`config.mk`:
```
export PLATFORM = sky130hd
export DESIGN_NAME = instr_mem_slave
export DESIGN_NICKNAME = d
export VERILOG_FILES = /design/src/rtl/instr_mem_slave.sv
export SDC_FILE = /design/constraint.sdc
export NUM_CORES = 1
export LEC_CHECK = 0
export BUFFER_PORTS_ARGS = -buffer_cell sky130_fd_sc_hd__buf_2
export CORE_AREA = 2 2 54 56
export DETAILED_ROUTE_END_ITERATION = 10
export DIE_AREA = 0 0 56 58
export PLACE_DENSITY_LB_ADDON = 0.05
export SYNTH_ARGS = -nofsm -noshare
export SYNTH_HDL_FRONTEND = slang
export SYNTH_SLANG_ARGS = --single-unit
```
`constraint.sdc`:
```
create_clock -name clk -period 2.3 [get_ports clk]
set_clock_uncertainty 0.2 [all_clocks]
set_input_delay 0.23 -clock clk [delete_from_list [all_inputs] [get_ports clk]]
set_output_delay 0.23 -clock clk [all_outputs]
set_load 0.02 [all_outputs]
```
`src/rtl/instr_mem_slave.sv`:
```
// Purpose: instruction fetch responder in front of a synchronous single-port SRAM; flags misaligned/out-of-window fetches.
// Latency: fixed LATENCY cycles from instr_gnt to instr_valid, strictly in order, one response per grant.
// Backpressure: grant withheld while gnt_block is high or MAX_OUTSTANDING responses are pending (unless one retires this cycle).
module instr_mem_slave #(
    parameter logic [31:0] MEM_BASE        = 32'h0000_0000,
    parameter int          MEM_WORDS       = 4096,
    parameter int          LATENCY         = 1,
    parameter int          MAX_OUTSTANDING = 2
) (
    input  logic                         clk,
    input  logic                         reset,
    input  logic                         instr_req,
    input  logic [31:0]                  instr_addr,
    output logic                         instr_gnt,
    output logic                         instr_valid,
    output logic [31:0]                  instr_rdata,
    output logic                         instr_err,
    input  logic                         gnt_block,
    output logic                         mem_req,
    output logic [$clog2(MEM_WORDS)-1:0] mem_addr,
    input  logic [31:0]                  mem_rdata
);

    localparam int         AW     = $clog2(MEM_WORDS);
    localparam logic [2:0] MAX_OS = 3'(MAX_OUTSTANDING);

    logic [2:0]         cnt;
    logic [32:0]        addr_ext;
    logic [32:0]        win_lo;
    logic [32:0]        win_hi;
    logic               addr_err;
    logic [LATENCY-1:0] vld_pipe;
    logic [LATENCY-1:0] err_pipe;
    logic [31:0]        rsp_dat;
    logic               out_vld;
    logic               out_err;

    // Window decode in 33 bits so a window touching 4 GiB never wraps.
    always_comb begin
        addr_ext = {1'b0, instr_addr};
        win_lo   = {1'b0, MEM_BASE};
        win_hi   = win_lo + ({1'b0, 32'(MEM_WORDS)} << 2);
        addr_err = (instr_addr[1:0] != 2'b00) | (addr_ext < win_lo) | (addr_ext >= win_hi);
    end

    // Grant admits a new request when a slot is free, or when the last slot frees this very cycle.
    always_comb begin
        out_vld   = vld_pipe[LATENCY-1] & ~reset;
        out_err   = err_pipe[LATENCY-1];
        instr_gnt = instr_req & ~gnt_block & ~reset &
                    ((cnt < MAX_OS) | ((cnt == MAX_OS) & out_vld));
        mem_req   = instr_gnt & ~addr_err;
        mem_addr  = AW'((instr_addr - MEM_BASE) >> 2);
    end

    // Outstanding counter: grants in, responses out.
    always_ff @(posedge clk) begin
        if (reset) begin
            cnt <= '0;
        end else begin
            cnt <= cnt + {2'b00, instr_gnt} - {2'b00, out_vld};
        end
    end

    // Valid/error shift register; reset drops every in-flight response.
    always_ff @(posedge clk) begin
        if (reset) begin
            vld_pipe <= '0;
            err_pipe <= '0;
        end else begin
            for (int i = LATENCY - 1; i > 0; i--) begin
                vld_pipe[i] <= vld_pipe[i-1];
                err_pipe[i] <= err_pipe[i-1];
            end
            vld_pipe[0] <= instr_gnt;
            err_pipe[0] <= addr_err;
        end
    end

    // SRAM data arrives one cycle after the grant; extra latency stages just delay it.
    generate
        if (LATENCY == 1) begin : g_direct
            assign rsp_dat = mem_rdata;
        end else begin : g_delay
            logic [31:0] dat_pipe [LATENCY-1];

            // Data stages carry no reset: they are only observed when the valid bit is set.
            always_ff @(posedge clk) begin
                dat_pipe[0] <= mem_rdata;
                for (int i = 1; i < LATENCY - 1; i++) begin
                    dat_pipe[i] <= dat_pipe[i-1];
                end
            end

            assign rsp_dat = dat_pipe[LATENCY-2];
        end
    endgenerate

    // Response data is forced to zero when idle or on an error response.
    always_comb begin
        instr_valid = out_vld;
        instr_err   = out_vld & out_err;
        instr_rdata = (out_vld & ~out_err) ? rsp_dat : 32'h0;
    end

endmodule

```
==> summary.txt, run 1 <==
Critical path
  • Data required time at the worst endpoint: 2.24 ns
  • R2R Path End: cnt[1]
  • Max stage delay on crit path: 0.42 ns
  • Origin of the worst setup path: cnt[1]
  • Critical path class: flop to flop
  • Critical Path Source Type: flop
  • CP most frequent cell: sky130_fd_sc_hd__ha_1
  • Data arrival time of the critical path: 2.07 ns
  • List of cells traversed by the critical path: inv_1, ha_1, a41oi_1, nor2_1, ha_1, fa_1, and2b_2
  • Endpoint of the worst setup timing path: cnt[1]
  • Setup slack on the worst flop-to-flop path: around 0.17 ns
  • Launching point of the worst reg2reg path: cnt[1]
  • Path depth of the worst reg2reg path: 7
  • CP endpoint kind: flop
  • Cell with the largest stage delay on the worst path: sky130_fd_sc_hd__fa_1
  • Maximum net fanout on the critical path: 3

Floorplanning
  • Cell Rows: 19
  • CORE AREA: about 0.0027 mm²
  • Num ports: 116
  • Horiz. Die Dim: 56 µm
  • Starting Density: 24.53%
  • Total die area: 0.003248 mm²
  • Die extent in y: roughly 58 µm

Timing
  • Unrepaired setup endpoints after global routing: no
  • Setup TNS Final: 0 ns
  • Max_slew headroom: 68.52%
  • Hold slack: 0.04114 ns
  • Slew @ Worst Pin: 0.4712 ns
  • Crit share post-route: 92.57%
  • Post-layout min period: 2.129 ns
  • Fin. Hold Viols: 0
  • Number of max-slew violations in the final report: 0
  • Maximum operating frequency: 469.7 MHz
  • Fin worst setup slack: 0.1709 ns
  • Final Setup Violations: 0

Flow run
  • Reported max-cap violation count: 0

Synthesis
  • Number of synthesized register bits: 5
  • Biggest area contributors in the synthesized netlist: sky130_fd_sc_hd__and2_1 (21%), sky130_fd_sc_hd__dfxtp_1 (15%), sky130_fd_sc_hd__buf_4 (14%), sky130_fd_sc_hd__and2_2 (13%), sky130_fd_sc_hd__ha_1 (5.7%)
  • Synth cell types: 18
  • Async S/R FF share, synth: 0%
  • Mapped Nets: 154
  • Post-synth top flop: sky130_fd_sc_hd__dfxtp_1
  • Cell count after synthesis: 82
  • Top-area cell type share of the netlist area: 21.07%
  • Count leader, synth: sky130_fd_sc_hd__and2_1
  • Average size of a mapped cell: approximately 8 µm²
  • Total number of yosys warnings: 0
  • Most instantiated cells after synthesis: sky130_fd_sc_hd__and2_1 (22), sky130_fd_sc_hd__buf_4 (12), sky130_fd_sc_hd__and2_2 (11), sky130_fd_sc_hd__nor4_1 (6)
  • EDFF count, synth: 0
  • Post-synth design cell area: 653.1 µm²
  • Part of the Yosys area used for sequential elements: 15.33%
  • Yosys top cell by area: sky130_fd_sc_hd__and2_1

Finish
  • Combined area of the multi-input logic cells: a little over 400 µm²
  • Count of inserted antenna diode cells: 0
  • Syn-to-layout area delta: 60.73%
  • Flip-flop and latch area: 100.1 µm²
  • Fraction of layout instances using a drive strength above 1: approximately two thirds
  • Filler cell count: 305
  • Count of nets after finishing: 235

Clock tree
  • Number of sinks on the clock net: 5
  • TritonCTS clock tree: built
  • H-Tree Depth: 1
  • Post-CTS Repair Setup Buffers: 0
  • Number of instances resized during post-cts repair: 0
  • Bufs on Longest Clock Path: 2
  • Clk root buf: sky130_fd_sc_hd__clkbuf_4
  • Num CTS Buffers: 3
  • Clock transition at the registers of the reported paths: 0.05 ns
  • Number of hold buffers added after cts: 0
  • Clock insertion delay at the later pin of the skew report: 0.24 ns

Power and ir drop
  • Switching Power: between 0.09 and 0.1 mW
  • Sequential cell fraction of total power: 31.5%
  • Static Leak: 0.6623 nW
  • Share of total power consumed by net switching: 29.19%
  • Maximum vdd drop: 0.1920 mV
  • Relative contribution of the clock network to total power: 32.6%
  • Power per cell area: 302.2 mW/mm²
  • Combinational power share: 35.8%
  • Internal cell power: 0.2247 mW

Global route
  • Pin count of the biggest net entering global routing: 33
  • Vias in the first global route: 704
  • Initial antenna violation count: 0
  • Wire length of the first global-routing pass: 2.773 mm
  • GRT Overall Usage: 10.49%
  • Overflow left after global routing: 0

Route
  • Total via count in the routed design: 801
  • Number of vias per cell: 4.150
  • Routed wire length per instance: 10.02 µm
  • First DRT Iteration DRCs: 25
  • DRC: 0
  • Pre-antenna DRT Iters: 2
  • Post-route ant nets: 0
  • Detailed Route WL: 1.933 mm

Hold path
  • Class of the tightest hold or removal check: input pin to flop
  • Startpoint of the most critical hold path: reset

Placement
  • Buffers on Ports: 91
  • Gp weighted congestion: 0.6871
  • Detailed placer's ending HPWL: 1.698 mm
  • Worst-case setup slack after placement: 0.1621 ns

Outcome
  • Status: finished clean
[power groups by stage]
| stage | Combinational, mW | Sequential [mW] | Clock (mW) |
|---|---|---|---|
| 3_5_place_dp | 0.115 | 0.102 | 0 |
| 6_report | 0.114 | 0.100 | 0.103 |
| 2_1_floorplan | 0.0884 | 0.101 | 0 |
| 4_1_cts | 0.116 | 0.100 | 0.110 |
| 3_3_place_gp | 0.113 | 0.102 | 0 |
| 5_1_grt | 0.129 | 0.101 | 0.110 |
[worst min path at each step]
stage | end | slack (ns) | cells after the start
6_report | cnt[2] | 0.04 | 2
5_1_grt | cnt[2] | 0.06 | 2
4_1_cts | cnt[2] | 0.04 | 2
3_5_place_dp | mem_addr[11] | 0.26 | 0
3_3_place_gp | mem_addr[11] | 0.26 | 0
2_1_floorplan | cnt[2] | 0.10 | 1
[sequential cells by signal (all words and copies together) (netlist names)]
register / cells
err_pipe: 1
cnt: 3
vld_pipe: 1
[kinds of logic (layout without fill, tap and decap cells)]
kind of cell               count (synthesis)  after routing  synth area share [%]
buffers and inverters                     20            100                 21.84
adders and majority gates                  4              4                 8.813
DFF                                        5              5                 15.33
and+or+nand+nor                           50             50                 49.81
xor gates and xnor gates                   1              1                 1.341
AOI/OAI and AO/OA                          2              2                 2.874
[stage by stage]
stage | cells | util, % | instance area (µm²) | power [mW]
floorplan | 82 | - | 653.1 | 0.1892
global placement | 189 | 38.44 | 1023 | 0.2146
detailed placement | 189 | 38.44 | 1023 | 0.2171
CTS | 193 | 39.43 | 1050 | 0.3259
global route | 193 | 39.43 | 1050 | 0.3398
finish | 193 | 39.43 | 1050 | 0.3173
[worst max-delay path: cells and delay by family, from the launching register on]
family | cells | cell delay, ns
flops | 1 | 0.32
fa+ha+maj | 3 | 0.85
simple gates | 2 | 0.31
compound gates | 1 | 0.27
buf+inv | 1 | 0.07
[routing by layer]
metal | GRT usage, % | part of all wire, % | up-vias
li1 | - | - | 405
met1 | 9.375 | 31 | 322
met2 | 21.18 | 51 | 70
met3 | 2.009 | 16 | 4
met4 | 6.803 | 1.3 | 0
met5 | 0 | 0 | -
[final cells by class]
cell class / instances / share of cell area, %
multi-input combinational: 57 / 39.09
tap: 31 / 3.695
clock buffer: 4 / 2.503
sequential: 5 / 9.535
inverter: 5 / 1.788
timing repair buffer: 91 / 43.38
[layout by cell type, fill, tap and decap left out]
master,instances
sky130_fd_sc_hd__inv_1,5
sky130_fd_sc_hd__o21ba_2,1
sky130_fd_sc_hd__and2_1,22
sky130_fd_sc_hd__nor2b_4,1
sky130_fd_sc_hd__nor2_1,4
sky130_fd_sc_hd__ha_1,3
sky130_fd_sc_hd__nand3_1,1
sky130_fd_sc_hd__nor4_1,6
sky130_fd_sc_hd__a41oi_1,1
sky130_fd_sc_hd__clkbuf_1,1
sky130_fd_sc_hd__dfxtp_1,5
sky130_fd_sc_hd__nand2_1,2
sky130_fd_sc_hd__clkbuf_4,3
sky130_fd_sc_hd__buf_2,91
sky130_fd_sc_hd__xor2_1,1
sky130_fd_sc_hd__and2_2,11
sky130_fd_sc_hd__and2b_2,2
sky130_fd_sc_hd__nor2b_2,1
sky130_fd_sc_hd__fa_1,1
(Power assumes the default switching activity.)
==> run 2, diff against run 1 <==
CTS_BUF_LIST = sky130_fd_sc_hd__clkbuf_16   (was unset)
==> summary.txt, run 2 (synthesized netlist as in run 1, its figures left out) <==
Critical path
  • Data required time at the worst endpoint: 2.22 ns (-0.02 ns)
  • Cell with the largest stage delay on the worst path: sky130_fd_sc_hd__fa_1
  • Maximum net fanout on the critical path: 3 (unchanged)
  • Critical path class: flop to flop
  • CP most frequent cell: sky130_fd_sc_hd__ha_1
  • Data arrival time of the critical path: 2.07 ns (about the same)
  • Max stage delay on crit path: 0.43 ns (about the same)
  • CP endpoint kind: flop
  • List of cells traversed by the critical path: inv_1, ha_1, a41oi_1, nor2_1, ha_1, fa_1, and2b_2
  • Critical Path Source Type: flop

Global route
  • Initial antenna violation count: 0 (unchanged)
  • Vias in the first global route: 726 (+3.1%)
  • Overflow left after global routing: 0 (unchanged)
  • GRT Overall Usage: 11.14% (+0.66 points)
  • Wire length of the first global-routing pass: 2.884 mm (+4.0%)
  • Pin count of the biggest net entering global routing: 33 (unchanged)

Route
  • Highest routed layer: met4
  • First DRT Iteration DRCs: 22 (-12%)
  • Number of vias per cell: 4.228 (+1.9%)
  • Routed length on met2: 1.021 mm (+3.7%)
  • Routed wire length per instance: 10.38 µm (+3.6%)
  • DRC: 0 (unchanged)
  • Detailed Route WL: 2.003 mm (+3.6%)
  • Total via count in the routed design: 816 (+1.9%)
  • Post-route ant nets: 0 (unchanged)
  • Pre-antenna DRT Iters: 2 (unchanged)
  • DR WL met3: 313 µm (+0.32%)
  • Routed length on met1: 595 µm (-2.1%)

Outcome
  • Status: finished clean

Finish
  • Count of nets after finishing: 235 (unchanged)
  • Max reg flops: 3 (unchanged)
  • Count of inserted antenna diode cells: 0 (unchanged)
  • Commonest non-fill, non-tap cells in the layout: sky130_fd_sc_hd__buf_2 (91), sky130_fd_sc_hd__and2_1 (22), sky130_fd_sc_hd__and2_2 (11)
  • Final cell utilization of the core: 41.40% (+2.0 points)
  • Most common cell after layout, fill and taps aside: sky130_fd_sc_hd__buf_2
  • Register with the highest flop count: cnt
  • Fraction of layout instances using a drive strength above 1: 67.90% (unchanged)
  • Syn-to-layout area delta: 68.77%
  • Registers with the most flip-flops: cnt (3), err_pipe (1), vld_pipe (1)

Timing
  • Slew @ Worst Pin: 0.4669 ns (-0.004271 ns)
  • Final Setup Violations: 0 (unchanged)
  • Fin. Hold Viols: 0 (unchanged)
  • Post-layout min period: 2.153 ns (+0.02431 ns)
  • Setup TNS Final: 0 ns (unchanged)
  • Max_slew headroom: 68.80% (+0.29 points)
  • Unrepaired setup endpoints after global routing: no
  • Maximum operating frequency: 464.4 MHz (-1.1%)
  • Number of max-slew violations in the final report: 0 (unchanged)
  • Crit share post-route: 93.63% (+1.1 points)

Clock tree
  • Post-CTS Repair Setup Buffers: 0 (unchanged)
  • Number of sinks on the clock net: 5 (unchanged)
  • TritonCTS clock tree: built
  • H-Tree Depth: 1 (unchanged)
  • Number of hold buffers added after cts: 0 (unchanged)
  • Bufs on Longest Clock Path: 2 (unchanged)
  • Clk root buf: sky130_fd_sc_hd__clkbuf_16
  • Clock insertion delay at the later pin of the skew report: 0.23 ns (about the same)
  • Clock transition at the registers of the reported paths: 0.03 ns (-0.02 ns)
  • Num CTS Buffers: 3 (unchanged)
  • Number of instances resized during post-cts repair: 0 (unchanged)

Power and ir drop
  • Static Leak: 0.6896 nW (+4.1%)
  • Power per cell area: 454.0 mW/mm² (+50%)
  • Maximum vdd drop: 0.3477 mV (+81%)
  • Total design power: 0.5004 mW (+58%)

Placement
  • Detailed placer's ending HPWL: 1.698 mm (unchanged)
  • Gp weighted congestion: 0.6871 (unchanged)
  • Buffers on Ports: 91 (unchanged)

Floorplanning
  • Die extent in y: 58 µm (unchanged)
  • Cell Rows: 19 (unchanged)
  • Horiz. Die Dim: 56 µm (unchanged)
  • Num ports: 116 (unchanged)
  • Total die area: 0.003248 mm² (unchanged)
  • Starting Density: 24.53% (unchanged)
  • CORE AREA: 0.002663 mm² (unchanged)

Flow run
  • Reported max-cap violation count: 0 (unchanged)

Hold path
  • Class of the tightest hold or removal check: input pin to flop
run 2: area by class of cell:
cell class / instances / area [µm²]
clock inverter: 1 / 3.754
timing repair buffer: 91 / 455.4
clock buffer: 3 / 75.07
fill: 301 / 1560
multi-input combinational: 57 / 410.4
inverter: 5 / 18.77
tap: 31 / 38.79
sequential: 5 / 100.1
run 2: layer usage:
layer | global-route usage [%] | up-vias
met1 | 9.239 | 325
met4 | 7.823 | 0
met5 | 0 | -
met3 | 3.125 | 9
li1 | - | 405
met2 | 22.35 | 77
run 2: worst max-delay path, delay by kind of cell (launching register included):
kind / cells / cell delay [ns]
DFF: 1 / 0.32
AOI/OAI and AO/OA: 1 / 0.27
buffers and inverters: 1 / 0.08
adders and majority gates: 3 / 0.87
and+or+nand+nor: 2 / 0.30
run 2: final timing paths:
kind                              from  endpoint  slack [ns]  depth (start not counted)
worst max-delay path            cnt[1]    cnt[1]        0.15                          7
worst min-delay path             reset    cnt[2]        0.05                          2
worst max register to register  cnt[1]    cnt[1]        0.15                          7
worst min register to register  cnt[1]  vld_pipe        0.42                          2
run 2: metrics by stage:
step	std cells	worst slack (ns)	instance area (µm²)	hold WS, ns
6_report	193	0.1466	1102	0.05478
5_1_grt	193	0.02691	1102	0.07444
4_1_cts	193	0.1103	1102	0.06145
3_5_place_dp	189	0.1621	1023	0.2602
3_3_place_gp	189	0.2459	1023	0.2602
2_1_floorplan	82	0.2016	653.1	0.1024
run 2: power by group:
| part | total [mW] | internal [mW] | switching [mW] |
|---|---|---|---|
| combinational | 0.118 | 0.0638 | 0.0546 |
| sequential | 0.100 | 0.0969 | 0.00356 |
| clock | 0.281 | 0.225 | 0.0564 |
| total | 0.500 | 0.386 | 0.115 |
==> run 3, diff against run 2 <==
ABC_AREA = 1   (was unset)
==> summary.txt, run 3 <==
Outcome
  • Status: finished clean

Finish
  • Registers with the most flip-flops: cnt (3), err_pipe (1), vld_pipe (1)
  • Count of nets after finishing: 288 (+23%)
  • Most common cell after layout, fill and taps aside: sky130_fd_sc_hd__buf_2
  • Max reg flops: 3 (unchanged)
  • Combined area of the multi-input logic cells: 355.3 µm² (-13%)
  • Commonest non-fill, non-tap cells in the layout: sky130_fd_sc_hd__buf_2 (91), sky130_fd_sc_hd__inv_1 (47), sky130_fd_sc_hd__nor2_1 (40)
  • Register with the highest flop count: cnt
  • Count of inserted antenna diode cells: 0 (unchanged)
  • Flip-flop and latch area: 100.1 µm² (unchanged)
  • Syn-to-layout area delta: 59.73%
  • Filler cell count: 297 (-1.3%)
  • Fraction of layout instances using a drive strength above 1: 49.77% (-18 points)

Timing
  • Crit share post-route: 82.95% (-11 points)
  • Setup TNS Final: 0 ns (unchanged)
  • Max_slew headroom: 75.16% (+6.4 points)
  • Number of max-slew violations in the final report: 0 (unchanged)
  • Post-layout min period: 1.908 ns (-0.2455 ns)
  • Final Setup Violations: 0 (unchanged)
  • Maximum operating frequency: 524.1 MHz (+13%)
  • Fin. Hold Viols: 0 (unchanged)
  • Unrepaired setup endpoints after global routing: no
  • Slew @ Worst Pin: 0.3723 ns (-0.09467 ns)

Clock tree
  • Clock insertion delay at the later pin of the skew report: 0.23 ns (about the same)
  • Clock transition at the registers of the reported paths: 0.03 ns (about the same)
  • H-Tree Depth: 1 (unchanged)
  • Post-CTS Repair Setup Buffers: 0 (unchanged)
  • Number of hold buffers added after cts: 0 (unchanged)
  • Bufs on Longest Clock Path: 2 (unchanged)
  • TritonCTS clock tree: built
  • Number of sinks on the clock net: 5 (unchanged)
  • Clk root buf: sky130_fd_sc_hd__clkbuf_16
  • Num CTS Buffers: 3 (unchanged)
  • Number of instances resized during post-cts repair: 0 (unchanged)

Power and ir drop
  • Sequential cell fraction of total power: 19.2% (-0.9 points)
  • Internal cell power: 0.3867 mW (+0.23%)
  • Share of total power consumed by net switching: 25.43% (+2.5 points)
  • Switching Power: 0.1319 mW (+15%)
  • Static Leak: 0.8950 nW (+30%)
  • Relative contribution of the clock network to total power: 54.7% (-1.6 points)
  • Power per cell area: 431.7 mW/mm² (-4.9%)
  • Total design power: 0.5186 mW (+3.6%)
  • Maximum vdd drop: 0.3820 mV (+9.9%)
  • Combinational power share: 26.0% (+2.3 points)

Floorplanning
  • Num ports: 116 (unchanged)
  • Starting Density: 28.24% (+3.7 points)
  • Total die area: 0.003248 mm² (unchanged)
  • Die extent in y: 58 µm (unchanged)
  • Horiz. Die Dim: 56 µm (unchanged)
  • Cell Rows: 19 (unchanged)
  • CORE AREA: 0.002663 mm² (unchanged)

Route
  • First DRT Iteration DRCs: 31 (+41%)
  • Total via count in the routed design: 929 (+14%)
  • Routed wire length per instance: 8.443 µm (-19%)
  • Detailed Route WL: 2.077 mm (+3.7%)
  • DRC: 0 (unchanged)
  • Pre-antenna DRT Iters: 3 (+1)
  • Number of vias per cell: 3.776 (-11%)
  • Post-route ant nets: 0 (unchanged)

Synthesis
  • Average size of a mapped cell: 5.570 µm² (-30%)
  • Synth cell types: 16 (-2)
  • Post-synth design cell area: 752.0 µm² (+15%)
  • Part of the Yosys area used for sequential elements: 13.31% (-2.0 points)
  • Mapped Nets: 207 (+34%)
  • Count leader, synth: sky130_fd_sc_hd__inv_1
  • Async S/R FF share, synth: 0% (unchanged)
  • Post-synth top flop: sky130_fd_sc_hd__dfxtp_1
  • Top-area cell type share of the netlist area: 22.96% (+1.9 points)
  • Total number of yosys warnings: 0 (unchanged)
  • Cell count after synthesis: 135 (+65%)
  • EDFF count, synth: 0 (unchanged)
  • Most instantiated cells after synthesis: sky130_fd_sc_hd__inv_1 (46), sky130_fd_sc_hd__nor2_1 (40), sky130_fd_sc_hd__buf_4 (12), sky130_fd_sc_hd__nor2_2 (10), sky130_fd_sc_hd__nand2_1 (7)
  • Yosys top cell by area: sky130_fd_sc_hd__inv_1
  • Number of synthesized register bits: 5 (unchanged)
  • Biggest area contributors in the synthesized netlist: sky130_fd_sc_hd__inv_1 (23%), sky130_fd_sc_hd__nor2_1 (20%), sky130_fd_sc_hd__dfxtp_1 (13%), sky130_fd_sc_hd__buf_4 (12%), sky130_fd_sc_hd__nor2_2 (8.3%)

Global route
  • Pin count of the biggest net entering global routing: 33 (unchanged)
  • Wire length of the first global-routing pass: 3.298 mm (+14%)
  • Initial antenna violation count: 0 (unchanged)
  • Overflow left after global routing: 0 (unchanged)
  • Vias in the first global route: 829 (+14%)
  • GRT Overall Usage: 12.83% (+1.7 points)

Critical path
  • Cell with the largest stage delay on the worst path: sky130_fd_sc_hd__fa_1
  • CP most frequent cell: sky130_fd_sc_hd__inv_1
  • Setup slack on the worst flop-to-flop path: 0.39 ns (+0.25 ns)
  • List of cells traversed by the critical path: inv_1, ha_1, inv_1, nand2_1, nand2_2, inv_1, ha_1, fa_1, xor2_1, nor2_1
  • Worst Path Buf+Inv: 3 (+2)
  • Maximum net fanout on the critical path: 3 (unchanged)
  • Kind of cell with the highest combined delay on the critical path: adder cells
  • Critical path class: flop to flop
  • Data required time at the worst endpoint: 2.22 ns (about the same)
  • Max stage delay on crit path: 0.38 ns (-0.05 ns)
  • Critical Path Source Type: flop
  • CP endpoint kind: flop
  • Data arrival time of the critical path: 1.83 ns (-0.24 ns)

Hold path
  • Class of the tightest hold or removal check: input pin to flop

Placement
  • Buffers on Ports: 91 (unchanged)
  • Detailed placer's ending HPWL: 1.791 mm (+5.5%)
  • Gp weighted congestion: 0.6948 (+1.1%)

Flow run
  • Reported max-cap violation count: 0 (unchanged)
==> run 3: cells by family after synthesis <==
logic type	after synthesis	synth area share [%]
simple gates	64	38.44
buf+inv	61	39.44
flops	5	13.31
fa+ha+maj	4	7.655
xor+xnor	1	1.165
==> run 3: final timing paths <==
kind                   from        to  cells after the start
setup / recovery     cnt[1]    cnt[2]                     10
hold / removal    gnt_block  vld_pipe                      4
setup reg to reg     cnt[1]    cnt[2]                     10
hold reg to reg      cnt[2]  vld_pipe                      5
==> run 3: tightest hold or removal path, delay by kind of cell <==
kind | cells | cell delay, ns
buffers and inverters | 2 | 0.12
and+or+nand+nor | 2 | 0.11
==> run 3: cell type report <==
class | count | area share [%]
Multi-Input combinational cell | 69 | 29.58
Tap cell | 31 | 3.229
Inverter | 46 | 14.38
Sequential cell | 5 | 8.333
Clock inverter | 1 | 0.3125
Clock buffer | 3 | 6.250
Timing Repair Buffer | 91 | 37.92
==> run 3: power by group through the flow <==
stage / Clock (mW) / Sequential [mW] / Combinational (mW)
2_1_floorplan: 0 / 0.100 / 0.106
3_3_place_gp: 0 / 0.101 / 0.133
3_5_place_dp: 0 / 0.101 / 0.137
4_1_cts: 0.290 / 0.0998 / 0.138
5_1_grt: 0.296 / 0.101 / 0.159
6_report: 0.284 / 0.0997 / 0.135
==> run 3: metrics by stage <==
stage               setup WS (ns)  std cells  utilization [%]  cell area, µm²  hold slack (ns)
floorplan                  0.3877        135                -           752.0           0.1012
global placement           0.4249        242            42.15            1122           0.2601
detailed placement         0.3860        242            42.15            1122           0.2601
CTS                        0.3734        246            45.11            1201          0.07319
global route               0.2327        246            45.11            1201          0.09303
finish                     0.3921        246            45.11            1201          0.07273
==> run 3: metal layers <==
| layer | track usage (%) | routed length [µm] | vias up |
|---|---|---|---|
| li1 | - | - | 509 |
| met1 | 11.84 | 688 | 367 |
| met2 | 24.03 | 1090 | 48 |
| met3 | 5.580 | 261 | 5 |
| met4 | 6.463 | 37 | 0 |
| met5 | 0 | 0 | - |
